[config.mk]
export PLATFORM = sky130hd
export DESIGN_NAME = burst_arbiter
export DESIGN_NICKNAME = d
export VERILOG_FILES = /design/src/rtl/burst_arbiter.sv
export SDC_FILE = /design/constraint.sdc
export NUM_CORES = 1
export LEC_CHECK = 0
export BUFFER_PORTS_ARGS = -buffer_cell sky130_fd_sc_hd__buf_4
export CORE_AREA = 2 2 193 195
export CTS_BUF_LIST = sky130_fd_sc_hd__clkbuf_8 sky130_fd_sc_hd__clkbuf_16
export DETAILED_ROUTE_END_ITERATION = 8
export DIE_AREA = 0 0 195 197
export GPL_ROUTABILITY_DRIVEN = 0
export PLACE_DENSITY = 0.34
export SYNTH_ARGS = -nofsm -noshare
export SYNTH_HDL_FRONTEND = slang
export SYNTH_SLANG_ARGS = --single-unit
[constraint.sdc]
create_clock -name clk -period 2.75 [get_ports clk]
set_input_delay 0.4125 -clock clk [delete_from_list [all_inputs] [get_ports clk]]
set_output_delay 0.4125 -clock clk [all_outputs]
set_load 0.02 [all_outputs]
[src/rtl/burst_arbiter.sv]
// burst_arbiter
//   Shares one burst-memory port (bmem_*) between the instruction-side and
//   data-side cacheline adapters. A grant always covers a whole burst of BEATS
//   beats. When both sides request in the same cycle, the side that did not
//   have the previous grant wins (round-robin).
//
// Parameters
//   BEATS   beats per burst (>= 2)
//   DATA_W  beat width
//   ADDR_W  address width
//
// Ports
//   clk, reset_n                  clock, async active-low reset
//   i_bmem_{address,read,write,wdata} / i_bmem_{rdata,resp}   I-side requester
//   d_bmem_{address,read,write,wdata} / d_bmem_{rdata,resp}   D-side requester
//   bmem_{address,read,write,wdata} / bmem_{rdata,resp}       burst memory
//
// Optional build macro BURST_ARB_STATS_EN adds three 32-bit saturating
// counters: i_burst_count, d_burst_count, wait_cycles.
module burst_arbiter #(
  parameter int BEATS  = 4,
  parameter int DATA_W = 64,
  parameter int ADDR_W = 32
) (
  input  logic              clk,
  input  logic              reset_n,
  input  logic [ADDR_W-1:0] i_bmem_address,
  input  logic              i_bmem_read,
  input  logic              i_bmem_write,
  input  logic [DATA_W-1:0] i_bmem_wdata,
  output logic [DATA_W-1:0] i_bmem_rdata,
  output logic              i_bmem_resp,
  input  logic [ADDR_W-1:0] d_bmem_address,
  input  logic              d_bmem_read,
  input  logic              d_bmem_write,
  input  logic [DATA_W-1:0] d_bmem_wdata,
  output logic [DATA_W-1:0] d_bmem_rdata,
  output logic              d_bmem_resp,
  output logic [ADDR_W-1:0] bmem_address,
  output logic              bmem_read,
  output logic              bmem_write,
  output logic [DATA_W-1:0] bmem_wdata,
  input  logic [DATA_W-1:0] bmem_rdata,
  input  logic              bmem_resp
`ifdef BURST_ARB_STATS_EN
  ,
  output logic [31:0]       i_burst_count,
  output logic [31:0]       d_burst_count,
  output logic [31:0]       wait_cycles
`endif
);

  localparam int CNT_W = $clog2(BEATS);

  typedef enum logic [1:0] {IDLE, GRANT_I, GRANT_D} state_t;

  state_t           r_state;
  logic [CNT_W-1:0] r_beat_cnt;
  logic             r_last_d;     // 1: last grant went to D, 0: to I

  logic w_i_req, w_d_req, w_pick_i, w_pick_d, w_last_beat;

  assign w_i_req = i_bmem_read | i_bmem_write;
  assign w_d_req = d_bmem_read | d_bmem_write;
  // With both requesting, D wins unless D had the previous grant.
  assign w_pick_d    = w_d_req & (~w_i_req | ~r_last_d);
  assign w_pick_i    = w_i_req & ~w_pick_d;
  assign w_last_beat = bmem_resp & (r_beat_cnt == CNT_W'(BEATS - 1));

  always_ff @(posedge clk or negedge reset_n) begin
    if (!reset_n) begin
      r_state    <= IDLE;
      r_beat_cnt <= '0;
      r_last_d   <= 1'b0;
    end else begin
      case (r_state)
        IDLE: begin
          // responses arriving with no grant are dropped, counter untouched
          if (w_pick_d) begin
            r_state  <= GRANT_D;
            r_last_d <= 1'b1;
          end else if (w_pick_i) begin
            r_state  <= GRANT_I;
            r_last_d <= 1'b0;
          end
        end
        GRANT_I, GRANT_D: begin
          // grant is held until BEATS responses, even if the requester drops
          if (w_last_beat) begin
            r_beat_cnt <= '0;
            r_state    <= IDLE;
          end else if (bmem_resp) begin
            r_beat_cnt <= r_beat_cnt + CNT_W'(1);
          end
        end
        default: begin
          r_state    <= IDLE;
          r_beat_cnt <= '0;
        end
      endcase
    end
  end

  // Request side is forwarded combinationally from the owner; nothing latched.
  always_comb begin
    bmem_address = '0;
    bmem_read    = 1'b0;
    bmem_write   = 1'b0;
    bmem_wdata   = '0;
    i_bmem_resp  = 1'b0;
    d_bmem_resp  = 1'b0;
    i_bmem_rdata = '0;
    d_bmem_rdata = '0;
    case (r_state)
      GRANT_I: begin
        bmem_address = i_bmem_address;
        bmem_read    = i_bmem_read;
        bmem_write   = i_bmem_write;
        bmem_wdata   = i_bmem_wdata;
        i_bmem_resp  = bmem_resp;
        i_bmem_rdata = bmem_rdata;
        d_bmem_rdata = bmem_rdata;
      end
      GRANT_D: begin
        bmem_address = d_bmem_address;
        bmem_read    = d_bmem_read;
        bmem_write   = d_bmem_write;
        bmem_wdata   = d_bmem_wdata;
        d_bmem_resp  = bmem_resp;
        i_bmem_rdata = bmem_rdata;
        d_bmem_rdata = bmem_rdata;
      end
      default: ;
    endcase
  end

`ifdef BURST_ARB_STATS_EN
  logic [31:0] r_i_bursts, r_d_bursts, r_wait;
  logic        w_i_wait, w_d_wait;
  logic [32:0] w_wait_sum;

  // In IDLE the side being picked this cycle counts as granted, not waiting.
  assign w_i_wait   = w_i_req & ~((r_state == GRANT_I) | ((r_state == IDLE) & w_pick_i));
  assign w_d_wait   = w_d_req & ~((r_state == GRANT_D) | ((r_state == IDLE) & w_pick_d));
  assign w_wait_sum = {1'b0, r_wait} + 33'(w_i_wait) + 33'(w_d_wait);

  always_ff @(posedge clk or negedge reset_n) begin
    if (!reset_n) begin
      r_i_bursts <= '0;
      r_d_bursts <= '0;
      r_wait     <= '0;
    end else begin
      if ((r_state == GRANT_I) && w_last_beat && (r_i_bursts != '1))
        r_i_bursts <= r_i_bursts + 32'd1;
      if ((r_state == GRANT_D) && w_last_beat && (r_d_bursts != '1))
        r_d_bursts <= r_d_bursts + 32'd1;
      r_wait <= w_wait_sum[32] ? '1 : w_wait_sum[31:0];
    end
  end

  assign i_burst_count = r_i_bursts;
  assign d_burst_count = r_d_bursts;
  assign wait_cycles   = r_wait;
`endif

endmodule

==> impl_metrics.yaml, run 1 <==
status:
  status: "complete, no violations"
sta:
  finalCritPeriodShare: 0.884
  setup_violations: 0
  fmax_mhz: 411
  whs_ps: 525
  layout_min_cycle_time_ps: 2430
  fin_ws_ps: 318
  fin_skew_ps: 1.55
  slew_headroom: 0.761
  rsz0062_at_grt: "no"
  worst_pin_slew_ps: 359
  drv_slew: 0
  tns_ps: 0
  hold_viol: 0
final_layout:
  nNetsFinal: 1070
  final-seq-area_um2: 125
  area_growth_pct: 134
  multi_input_area_mm2: 0.00204
  final_cell_mix: "buf_4 (494), nor2b_1 (98), a22oi_1 (89)"
  final.fill_count: 4113
  drive_above_1_share: 0.647
  antenna_cells: 0
  layout_commonest_cell: "buf_4"
  fin_util: 0.184
clocking:
  postCtsSetupBuffers: 0
  root_buffer: "clkbuf_16"
  clk_latency_ps: 230
  numCtsBuffers: 3
  clock-sinks: 5
  clockBufferDepth: 2
  htreeDepth: 1
  path_clk_slew_ps: 30
  cts_tree: "done"
critical_path:
  critical_path.startpoint: "r_state[0]"
  worstSetupPathType: "reg -> out"
  reg2reg_slack_ps: 840
  r2r-start: "r_state[0]"
  cp-end-kind: "output port"
  cp-start-kind: "register"
  path_max_fanout: 52
  path_cells: "inv_1 -> ha_4 -> buf_12 -> and2_1 -> buf_4"
  critPathArrivalTime_ps: 2020
  max_stage_delay_ps: 470
  crit_required_ps: 2340
  cp_slowest_cell: "ha_4"
place:
  dpl_worst_slack_ps: 513
  port_buffers: 490
  dp_hpwl_mm: 18.7
yosys:
  yosys_warnings: 0
  synth.distinct_cells: 26
  synthCells: 402
  synth-seq-cells: 5
  netlist_area_mm2: 0.00286
  seq_area_frac_synth: 0.0437
  syn_area_per_cell_um2: 7.12
  syn_nets: 669
floorplanning:
  core_area_mm2: 0.0363
  die_w_um: 195
  rows: 70
  die_area_mm2: 0.0384
  start_util: 0.0789
  die_y_um: 197
  ios: 491
route:
  drt_iter0_markers: 143
  firstDrtPassIters: 4
  postRouteAntennaNets: 0
  drc: 0
  route.vias.total: 4486
  vias_per_cell: 3.53
  wl_per_cell_um: 17.1
  finalWirelength_mm: 21.7
grt:
  grt_max_degree: 63
  grt_first_pass_wirelength_mm: 29.5
  grt_pass1_vias: 4633
  grt_use_total: 0.102
  grt_overflow: 0
  antenna_found_initial: 0
power_and_ir_drop:
  vdd_ir_drop_max_mv: 0.323
  p_total_mw: 7.19
  p_leak_nw: 3.22
  power_density_mw_per_mm2: 1080
min_path:
  holdCritPathClass: "in -> async"
job:
  maxCapViolations: 0
-- cell usage after synthesis (all sizes together) --
master / number / share of area
o22ai: 1 / 0.0022
clkbuf: 12 / 0.016
and2b: 1 / 0.0026
o32ai: 1 / 0.0057
nand3b: 1 / 0.0026
dfrtp: 5 / 0.044
nand2: 3 / 0.0039
a21oi: 2 / 0.0035
inv: 3 / 0.0039
a22o: 1 / 0.0035
nor2: 3 / 0.0039
a22oi: 98 / 0.27
nor2b: 98 / 0.21
nand2b: 1 / 0.0048
nor4b: 1 / 0.0031
and2: 66 / 0.14
buf: 93 / 0.23
o21ai: 7 / 0.012
a21boi: 1 / 0.0039
ha: 4 / 0.017
-- state kept, by name, summed over array words and instances (netlist names) --
signal	flops
r_last_d	1
r_beat_cnt	2
r_state	2
-- cells by family after synthesis --
family,after synthesis,share of synthesized area
AOI/OAI and AO/OA,111,0.304
adders and majority gates,4,0.0175
buffers and inverters,108,0.255
DFF,5,0.0437
and+or+nand+nor,174,0.380
-- report_power, final --
| group | switching (mW) | internal (mW) | total [mW] |
|---|---|---|---|
| Sequential | 0.0293 | 0.106 | 0.135 |
| Combinational | 3.89 | 2.93 | 6.82 |
| Clock | 0.0490 | 0.188 | 0.237 |
| Total | 3.97 | 3.22 | 7.19 |
-- critical path, delay by kind of cell (launching register included) --
family | cells | cell delay, ps
flops | 1 | 380
buf+inv | 3 | 600
simple gates | 1 | 320
fa+ha+maj | 1 | 470
-- layer usage --
layer | track usage | routed length [um] | vias up
met5 | 0 | 0 | -
met4 | 0.0254 | 476 | 0
met3 | 0.0231 | 1970 | 14
met2 | 0.199 | 11400 | 308
met1 | 0.110 | 7860 | 2034
li1 | - | - | 2130
-- path summary, 6_finish.rpt --
check,cells after the start,to
worst max-delay path,5,i_bmem_rdata[43]
worst min-delay path,2,r_beat_cnt[1]
worst max register to register,6,r_state[1]
worst min register to register,1,r_last_d
max in group asynchronous,2,r_state[0]
min in group clk,1,r_last_d
-- layout make-up --
| class | instances | share of cell area |
|---|---|---|
| clock inverters | 1 | 0.000562 |
| inverters | 3 | 0.00169 |
| well taps | 468 | 0.0876 |
| flip-flops and latches | 5 | 0.0187 |
| clock buffers | 3 | 0.0112 |
| multi-input cells | 289 | 0.306 |
| repair buffers | 501 | 0.574 |
-- metrics by stage --
step	std cells	instance area, um2
after global placement	1265	6590
after detailed placement	1265	6590
after floorplan	402	2860
after CTS	1270	6680
final	1270	6680
after global routing	1270	6680
-- what timing repair did --
item                                   CTS  global route
hold buffers                             1             0
endpoints found under the hold margin    5             0
resized for setup                        0             0
Power figures use the tool's default switching activity.
==> inputs of run 2 (changes only) <==
--- a/constraint.sdc
+++ b/constraint.sdc
@@ -3,2 +3,2 @@
 set_output_delay 0.4125 -clock clk [all_outputs]
-set_load 0.02 [all_outputs]
+set_load 0.05 [all_outputs]
==> run 2 against run 1 <==
Net effect:
- critical path depth unchanged
- critical endpoint is now d_bmem_rdata[25]
- clock skew down 1.3 ps
- sequential power about the same
==> impl_metrics.yaml, run 2 (synthesized netlist as in run 1, its figures left out) <==
status:
  status: "complete, no violations"
grt:
  grt_use_total: 0.103
  grt_pass1_vias: 4641
  grt_first_pass_wirelength_mm: 29.8
  antenna_found_initial: 0
  grt_max_degree: 62
  grt_overflow: 0
floorplanning:
  rows: 70
  ios: 491
  die_y_um: 197
  start_util: 0.0789
  core_area_mm2: 0.0363
  die_area_mm2: 0.0384
  die_w_um: 195
final_layout:
  layout_commonest_cell: "buf_4"
  drive_above_1_share: 0.647
  final.fill_count: 4153
  nNetsFinal: 1069
  area_growth_pct: 133
  antenna_cells: 0
  final-seq-area_um2: 125
  final_cell_mix: "buf_4 (493), nor2b_1 (98), a22oi_1 (89)"
  reg_top3: "r_beat_cnt: 2 flops, r_state: 2 flops, r_last_d: 1 flops"
  fin_cells: 1269
  multi_input_area_mm2: 0.00204
place:
  port_buffers: 490
  dp.cells: 1264
  dp_hpwl_mm: 18.6
  dpl_worst_slack_ps: 493
clocking:
  cts_tree: "done"
  clock-sinks: 5
  postCtsSetupBuffers: 0
  path_clk_slew_ps: 30
  root_buffer: "clkbuf_16"
  numCtsBuffers: 3
  clockBufferDepth: 2
  clk_latency_ps: 220
  htreeDepth: 1
power_and_ir_drop:
  power_density_mw_per_mm2: 1500
  vdd_ir_drop_max_mv: 0.506
  p_leak_nw: 3.21
route:
  drt_iter0_markers: 111
  wl_per_cell_um: 17.1
  vias_per_cell: 3.52
  finalWirelength_mm: 21.8
  drc: 0
  firstDrtPassIters: 4
  route.vias.total: 4468
  postRouteAntennaNets: 0
sta:
  tns_ps: 0
  setup_violations: 0
  fmax_mhz: 411
  hold_viol: 0
  worst_pin_slew_ps: 357
  rsz0062_at_grt: "no"
  fin_ws_ps: 317
  finalCritPeriodShare: 0.885
  drv_slew: 0
  slew_headroom: 0.762
  layout_min_cycle_time_ps: 2430
  fin_skew_ps: 0.232
min_path:
  holdCritPathClass: "reg -> reg"
  hp-start: "r_last_d"
  min_to: "r_last_d"
  holdPathStages: 1
critical_path:
  regToRegEndpoint: "r_state[1]"
  worstSetupPathType: "reg -> out"
  r2r_cells: 6
  cp-start-kind: "register"
  crit_required_ps: 2340
  critPathArrivalTime_ps: 2020
  critical_path.startpoint: "r_state[0]"
  path_max_fanout: 61
  reg2reg_slack_ps: 850
  r2r-start: "r_state[0]"
  cp-end-kind: "output port"
job:
  maxCapViolations: 0
[run 2: cell types whose count changed in the layout (fill, tap and decap cells not counted), sizes merged]
| cell | previous run | this run |
|---|---|---|
| buf | 500 | 499 |
[run 2: worst max-delay path by stage]
stage	end	slack [ps]
2_1_floorplan	i_bmem_rdata[54]	550
6_report	d_bmem_rdata[25]	320
4_1_cts	d_bmem_rdata[25]	230
3_5_place_dp	d_bmem_rdata[25]	490
5_1_grt	d_bmem_rdata[25]	170
3_3_place_gp	d_bmem_rdata[25]	500
[run 2: layout make-up]
| class | count | share of cell area |
|---|---|---|
| repair buffers | 500 | 0.574 |
| multi-input cells | 289 | 0.306 |
| well taps | 468 | 0.0877 |
| flip-flops and latches | 5 | 0.0187 |
| clock buffers | 3 | 0.0112 |
| inverters | 3 | 0.00169 |
| clock inverters | 1 | 0.000562 |
[run 2: power breakdown]
group          internal (mW)  switching, mW  leakage, nW
clock network          0.188         0.0427       0.0423
registers              0.106         0.0289       0.0645
logic                   2.96           6.71         3.11
total                   3.25           6.78         3.21
[run 2: metrics by stage]
stage,power (mW),hold slack [ps],utilization,cell area (um2)
5_1_grt,10.5,540,0.184,6680
2_1_floorplan,7.28,117,-,2860
4_1_cts,10.2,524,0.184,6680
6_report,10.0,524,0.184,6680
3_5_place_dp,9.91,221,0.182,6590
3_3_place_gp,9.98,219,0.182,6590
[run 2: worst max-delay path, stage by stage, from the launching register on]
cell and delay (ps):
dfrtp_1 380, inv_1 140, ha_4 480, buf_12 250
and2_1 250, buf_4 240
[run 2: routing by layer]
metal / part of all wire / global-route usage / routed length (um) / vias to the layer above
met5: 0 / 0 / 0 / -
met4: 0.024 / 0.0249 / 514 / 0
met3: 0.092 / 0.0264 / 2010 / 14
met2: 0.52 / 0.198 / 11300 / 305
met1: 0.37 / 0.112 / 7940 / 2021
li1: - / - / - / 2128
[run 2: timing repair]
| item | in CTS | in global routing |
|---|---|---|
| hold buffers | 1 | 0 |
| resized for setup | 0 | 0 |
| hold endpoints to repair | 5 | 0 |
